$ cat config.mk
export PLATFORM = sky130hd
export DESIGN_NAME = day_of_month
export DESIGN_NICKNAME = d
export VERILOG_FILES = /design/src/rtl/day_of_month.sv
export SDC_FILE = /design/constraint.sdc
export NUM_CORES = 1
export LEC_CHECK = 0
export ABC_AREA = 1
export CORE_MARGIN = 5
export CORE_UTILIZATION = 49
export DETAILED_ROUTE_END_ITERATION = 16
export HOLD_SLACK_MARGIN = 0.05
export PLACE_DENSITY = 0.86
export SLEW_MARGIN = 40
export SYNTH_ARGS = -nofsm -noshare
export SYNTH_HDL_FRONTEND = slang
export SYNTH_SLANG_ARGS = --single-unit
$ cat constraint.sdc
create_clock -name i_clk_0_001s -period 4.8 [get_ports i_clk_0_001s]
set_clock_uncertainty 0.1 [all_clocks]
set_input_delay 1.2 -clock i_clk_0_001s [delete_from_list [all_inputs] [get_ports i_clk_0_001s]]
set_output_delay 1.2 -clock i_clk_0_001s [all_outputs]
set_load 0.01 [all_outputs]
$ cat src/rtl/day_of_month.sv
// day_of_month: calendar day counter with carry to the month stage and +/- edit; LEAP_YEAR_EN enables Feb 29
module day_of_month #(
  parameter logic [4:0]  MODIFY_STATE = 5'd4,
  parameter logic [14:0] RESET_DAY    = 15'd1
) (
  input  logic        i_clk_0_001s,
  input  logic        i_reset,
  input  logic [4:0]  state,
  input  logic        is_modify,
  input  logic        i_plus,
  input  logic        i_minus,
  input  logic        i_enable,
  input  logic [14:0] i_month,
  input  logic [14:0] i_year,
  output logic        o_enable,
  output logic [14:0] o_day
);
  logic r_enable, r_plus, r_minus;
  logic enable_fall, plus_fall, minus_fall;
  logic leap, edit;
  logic [14:0] dim;
`ifdef LEAP_YEAR_EN
  assign leap = (i_year[1:0] == 2'd0) && ((i_year % 15'd100 != 15'd0) || (i_year % 15'd400 == 15'd0));
`else
  logic unused_year;
  assign unused_year = ^i_year;
  assign leap = 1'b0;
`endif
  assign edit = is_modify && (state == MODIFY_STATE);
  always_comb
    dim = (i_month == 15'd2) ? (leap ? 15'd29 : 15'd28) :
          (i_month == 15'd4 || i_month == 15'd6 || i_month == 15'd9 || i_month == 15'd11) ? 15'd30 : 15'd31;
  always_ff @(posedge i_clk_0_001s) begin
    if (i_reset) begin
      {r_enable, r_plus, r_minus}          <= '0;
      {enable_fall, plus_fall, minus_fall} <= '0;
      o_enable <= 1'b0;
      o_day    <= RESET_DAY;
    end else begin
      {r_enable, r_plus, r_minus} <= {i_enable, i_plus, i_minus};
      enable_fall <= r_enable & ~i_enable;
      plus_fall   <= r_plus   & ~i_plus;
      minus_fall  <= r_minus  & ~i_minus;
      o_enable    <= enable_fall && (o_day >= dim);
      // a stale day beyond the month length rolls over like a normal month end
      if (enable_fall)
        o_day <= (o_day >= dim) ? 15'd1 : o_day + 15'd1;
      else if (minus_fall && edit)
        o_day <= (o_day == 15'd1) ? dim : o_day - 15'd1;
      else if (plus_fall && edit)
        o_day <= (o_day >= dim) ? 15'd1 : o_day + 15'd1;
      else if (o_day > dim)
        o_day <= dim;
    end
  end
endmodule

After elaboration in Yosys (flattened, before gate mapping)
Cells that the tools add are included.
{"block": "word_totals", "regBits": 22, "output_inout_bits": 16, "word_cells": 41}
{"block": "op_classes", "add_sub_neg": 2, "order_cmp": 2, "n_eq_ne": 7, "muxes": 8, "bitwise_logic": 6, "n_reduce_logical": 8}
{"operator": "15-bit two-way mux", "count": 6}
{"operator": "15-bit by 3-bit equality test with 1-bit output (second input constant)", "count": 2}
{"operator": "15-bit by 4-bit equality test with 1-bit output (second input constant)", "count": 2}
{"operator": "15-bit by 1-bit adder with 15-bit output (second input constant)", "count": 1}
{"operator": "15-bit by 1-bit equality test with 1-bit output (second input constant)", "count": 1}
{"operator": "15-bit by 2-bit equality test with 1-bit output (second input constant)", "count": 1}
{"operator": "15-bit by 5-bit >= comparator with 1-bit output", "count": 1}
{"operator": "15-bit by 5-bit greater-than comparator with 1-bit output", "count": 1}
{"operator": "15-bit by 1-bit subtractor with 15-bit output (second input constant)", "count": 1}
{"operator": "5-bit by 3-bit equality test with 1-bit output (second input constant)", "count": 1}
{"operator": "1-bit logical AND", "count": 4}
{"operator": "4-bit nonzero test", "count": 1}
{"operator": "1-bit bitwise AND", "count": 3}
{"operator": "1-bit logical OR", "count": 3}
{"operator": "1-bit inverter", "count": 3}
{"operator": "2-bit two-way mux", "count": 1}
{"operator": "1-bit two-way mux", "count": 1}

Depth between registers and ports, before layout
{"block": "depth", "ltp_word": 11, "depth_mapped": 15}

Worst setup path before layout
OpenSTA, ideal clock, no wires.
{"block": "synth_path", "path_kind": "input-to-reg", "startpoint": "in i_month[13]", "endpoint": "reg o_day[8]", "t_arrival_ns": 2.584, "setup_slack_ns": 1.998, "path_stages": 13, "path_buffers": 1, "cell_sequence": "nor2_1 nand2_1 nor2_1 nand3_1 ha_1 nand2_1 nor2_2 nand3_2 nand2_2 nand2_4 buf_6 o2111ai_1 inv_1"}
{"block": "synth_between", "elab_chain_cells": 11, "elab_cells_between_ends": 17, "cone_classes": "2 x order compare; 5 x eq/ne; 6 x mux; 4 x reduce/logical"}
{"element": "start: declaration", "line": "13", "text": "input logic [14:0] i_month,"}
{"element": "15-bit by 3-bit equality test with 1-bit output", "line": "32", "text": "(i_month == 15'd4 || i_month == 15'd6 || i_month == 15'd9 || i_month == 15'd11) ? 15'd30 : 15'd31;"}
{"element": "1-bit logical OR (3 in a row)", "line": "32"}
{"element": "1-bit two-way mux", "line": "32"}
{"element": "2-bit two-way mux (*)", "line": "31", "text": "dim = (i_month == 15'd2) ? (leap ? 15'd29 : 15'd28) :"}
{"element": "15-bit by 5-bit >= comparator with 1-bit output", "line": "47, 51"}
{"element": "15-bit two-way mux", "line": "47, 51"}
{"element": "15-bit two-way mux", "line": "50", "text": "else if (plus_fall && edit)"}
{"element": "15-bit two-way mux", "line": "48", "text": "else if (minus_fall && edit)"}
{"element": "15-bit two-way mux", "line": "46", "text": "if (enable_fall)"}
{"element": "end signal: assignment", "line": "47", "text": "o_day <= (o_day >= dim) ? 15'd1 : o_day + 15'd1;"}
{"element": "end signal: assignment", "line": "49", "text": "o_day <= (o_day == 15'd1) ? dim : o_day - 15'd1;"}
{"element": "end signal: assignment", "line": "51", "text": "o_day <= (o_day >= dim) ? 15'd1 : o_day + 15'd1;"}
{"element": "end: declaration", "line": "16", "text": "output logic [14:0] o_day"}
Every way passes the cells marked *; elsewhere a longest branch is shown, timed or not.
A chain may end at the register's enable or synchronous reset.

Final worst setup path
{"block": "layout_path", "startpoint": "in i_month[13]", "endpoint": "reg o_day[5]"}
Same word-level chain as after synthesis.

==> metrics.md <==
| Metric | Value |
|---|---|
| Setup repair after global routing missed its margin | no |
| IO Count | 57 |
| Gp weighted congestion | 0.9945 |
| Hold slack | roughly 330 ps |
| Multi-input gate area | 964.7 um^2 |
| CP Capture Type | flop |
| Final setup vio count | 0 |
| DR pass1 iterations | 4 |
| Distinct cells, synth | 29 |
| Req. time, crit path | between 4000 and 5000 ps |
| Pin count of the biggest net entering global routing | 15 |
| Tcrit/Tclk final | 66.63% |
| Root buffer cell | clkbuf_4 |
| Nets@finish | 329 |
| Yosys warns | 0 |
| Fill count | about 280 |
| CTS Buf Count | 3 |
| Max rail drop VDD | 0.1712 mV |
| Rows | 20 |
| Initial antenna violation count | 0 |
| Post-synth EDFFs | 0 |
| # DRC | 0 |
| Syn Area/Cell | about 6.7 um^2 |
| Core Region | about 3100 um^2 |
| Syn Std Cell Area | 1613 um^2 |
| Arr. time, crit path | about 3300 ps |
| Vias post-DR | around 1,700 |
| Ys async rst share | 0% |
| Number of diodes | 0 |
| Vert. Die Dim | slightly below 70 um |
| Post-synth top area share | between 20 and 30% |
| Status | finished, final reports clean |
| PD cells | 206.8 nW/um^2 |
| Clock latency on the worst-skew pair | between 300 and 400 ps |
| CTS tree | yes |
| Remaining global-route overflow | 0 |
| Setup bufs post-CTS | 0 |
| WS Path Type | in -> reg |
| First-pass GRT wire length | 6.596 mm |
| Pins over their slew limit | 0 |
| Max Fclk | 0.3127 GHz |
| Number of port buffers | 41 |
| Sum Neg Setup Slack | 0 ps |
| Vias per inst | 5.071 |
| Synth cell count leaders | 44 x nand2_1, 36 x inv_1, 35 x nor2_1 |
| Die Width | between 60 and 70 um |
| Hold Path Class | reg -> reg |
| Crit-path cells | clkdlybuf4s50_1 > nor2_1 > nand2_1 > nor2_1 > nand3_1 > ha_1 > o21bai_1 > nand2_1 > nand3_2 > nand2_2 > nand2_4 > clkinv_1 > a21oi_1 > a21oi_1 |
| Dpl hpwl | 3.027 mm |
| Synth area leaders | dfxtp_1 27%, nand2_1 10%, inv_1 8.4%, nor2_1 8.1%, nand3_1 6.2% |
| Max cap viols | 0 |
| Pleak | about 1 nW |
| Register area share after synthesis | 27.31% |
| Vias in the first global route | roughly 1,600 |
| CTS Buffer Depth | 2 |
| Sink Count | 22 |
| H-Tree Depth | 1 |
| Clock slew at reported path FFs | between 100 and 150 ps |
| Post-CTS Resized | 0 |
| Rel. slew slack | between 60% and 70% |
| Iter 0 DRT Violations | roughly 120 |
| Slowest stage delay, CP | roughly 400 ps |
| Overall global routing resource usage | a little under a fifth |
| Most common flop cell mapped by yosys | dfxtp_1 |
| Routed length per placed instance | 11.72 um |
| Share of cells above drive strength 1 | a little over an eighth |
| Slowest CP cell | clkdlybuf4s50_1 |
| #FFs+latches synth | 22 |
| Setup crit start kind | primary input |
| FF/Latch Area | 440.4 um^2 |
| Routed Antenna Nets | 0 |
| Final min period | approximately 3200 ps |
| Most common cell in the netlist | nand2_1 |
| Hold Path Depth | 2 |
| WL final | around 3.8 mm |
| Slew @ Worst Pin | roughly 540 ps |
| Crit Path Max Fanout | 14 |
| Hold_buf cts | 0 |
| Area Overhead vs Synth | 29.01% |
| Yosys top cell by area | dfxtp_1 |
| Cells on worst reg2reg path | 10 |
| Post-synth net total | 288 |
| Die area | 4539 um^2 |
| Initial Util | 51.98% |
| Final hold violations | 0 |
| Mapped Cells | ~240 |
[power breakdown]
| part | internal, mW | switching, mW |
|---|---|---|
| logic | 0.0445 | 0.0470 |
| clock network | 0.0845 | 0.0591 |
| registers | 0.188 | 0.00769 |
| total | 0.317 | 0.114 |
[cell usage in the layout, fill, tap and decap left out, types with 3 or more instances in the layout]
master	instances
o21ai_0	6
nand3_2	4
dfxtp_1	22
nand2_1	44
clkdlybuf4s50_1	41
nor2_4	3
nand4_1	8
inv_2	5
inv_1	36
a21oi_1	5
o21ai_1	3
ha_1	5
nand3_1	20
clkbuf_4	3
nor2_1	35
nor2_2	11
nand2_2	5
xor2_1	10
[per-stage QoR]
stage	std cells	area, um^2	power, mW	setup slack (ps)	util [%]
4_1_cts	326	2081	0.4334	1611	67.06
3_5_place_dp	322	2028	0.2901	1272	65.36
2_1_floorplan	242	1613	0.2555	1998	-
5_1_grt	326	2081	0.4554	1433	67.06
3_3_place_gp	322	2028	0.2875	1305	65.36
6_report	326	2081	0.4304	1602	67.06
[flip-flops by register name, summed over array words and instances, names as in the netlist]
| name | flops |
|---|---|
| r_minus | 1 |
| o_day | 15 |
| plus_fall | 1 |
| o_enable | 1 |
| r_enable | 1 |
| enable_fall | 1 |
| minus_fall | 1 |
| r_plus | 1 |
[path summary, 6_finish.rpt]
kind / slack (ps) / end / startpoint
max: 1600 / o_day[5] / i_month[13]
min: 330 / enable_fall / r_enable
max reg2reg: 2710 / o_day[5] / o_day[0]
min reg2reg: 330 / enable_fall / r_enable
[worst max-delay path, delay by kind of cell]
kind | cells | cell delay [ps]
adder cells (fa/ha/maj) | 1 | 210
buffers and inverters | 2 | 580
AO/OA/AOI/OAI | 3 | 370
AND/OR/NAND/NOR | 8 | 960
[per-layer routing]
| metal | wire length (um) | vias up | GRT usage (%) |
|---|---|---|---|
| met4 | 36 | 0 | 5.570 |
| li1 | - | 841 | - |
| met2 | 1862 | 61 | 32.39 |
| met5 | 0 | - | 0 |
| met3 | 313 | 6 | 3.993 |
| met1 | 1608 | 745 | 22.91 |
[logic make-up (layout without fill, tap and decap cells)]
family	Yosys count	after routing	synth area share, %
AO/OA/AOI/OAI	20	20	7.292
XOR/XNOR	10	10	5.430
adder cells (fa/ha/maj)	5	5	3.879
buffers and inverters	47	87	12.88
flip-flops	22	22	27.31
AND/OR/NAND/NOR	138	138	43.21
[layout make-up]
class	count	area share (%)
clock buffer	3	1.082
clock inverter	1	1.443
inverter	42	7.577
multi-input combinational	173	46.36
sequential	22	21.17
tap	44	2.646
timing repair buffer	41	19.72
No activity file was read; power rests on OpenSTA's default activity.
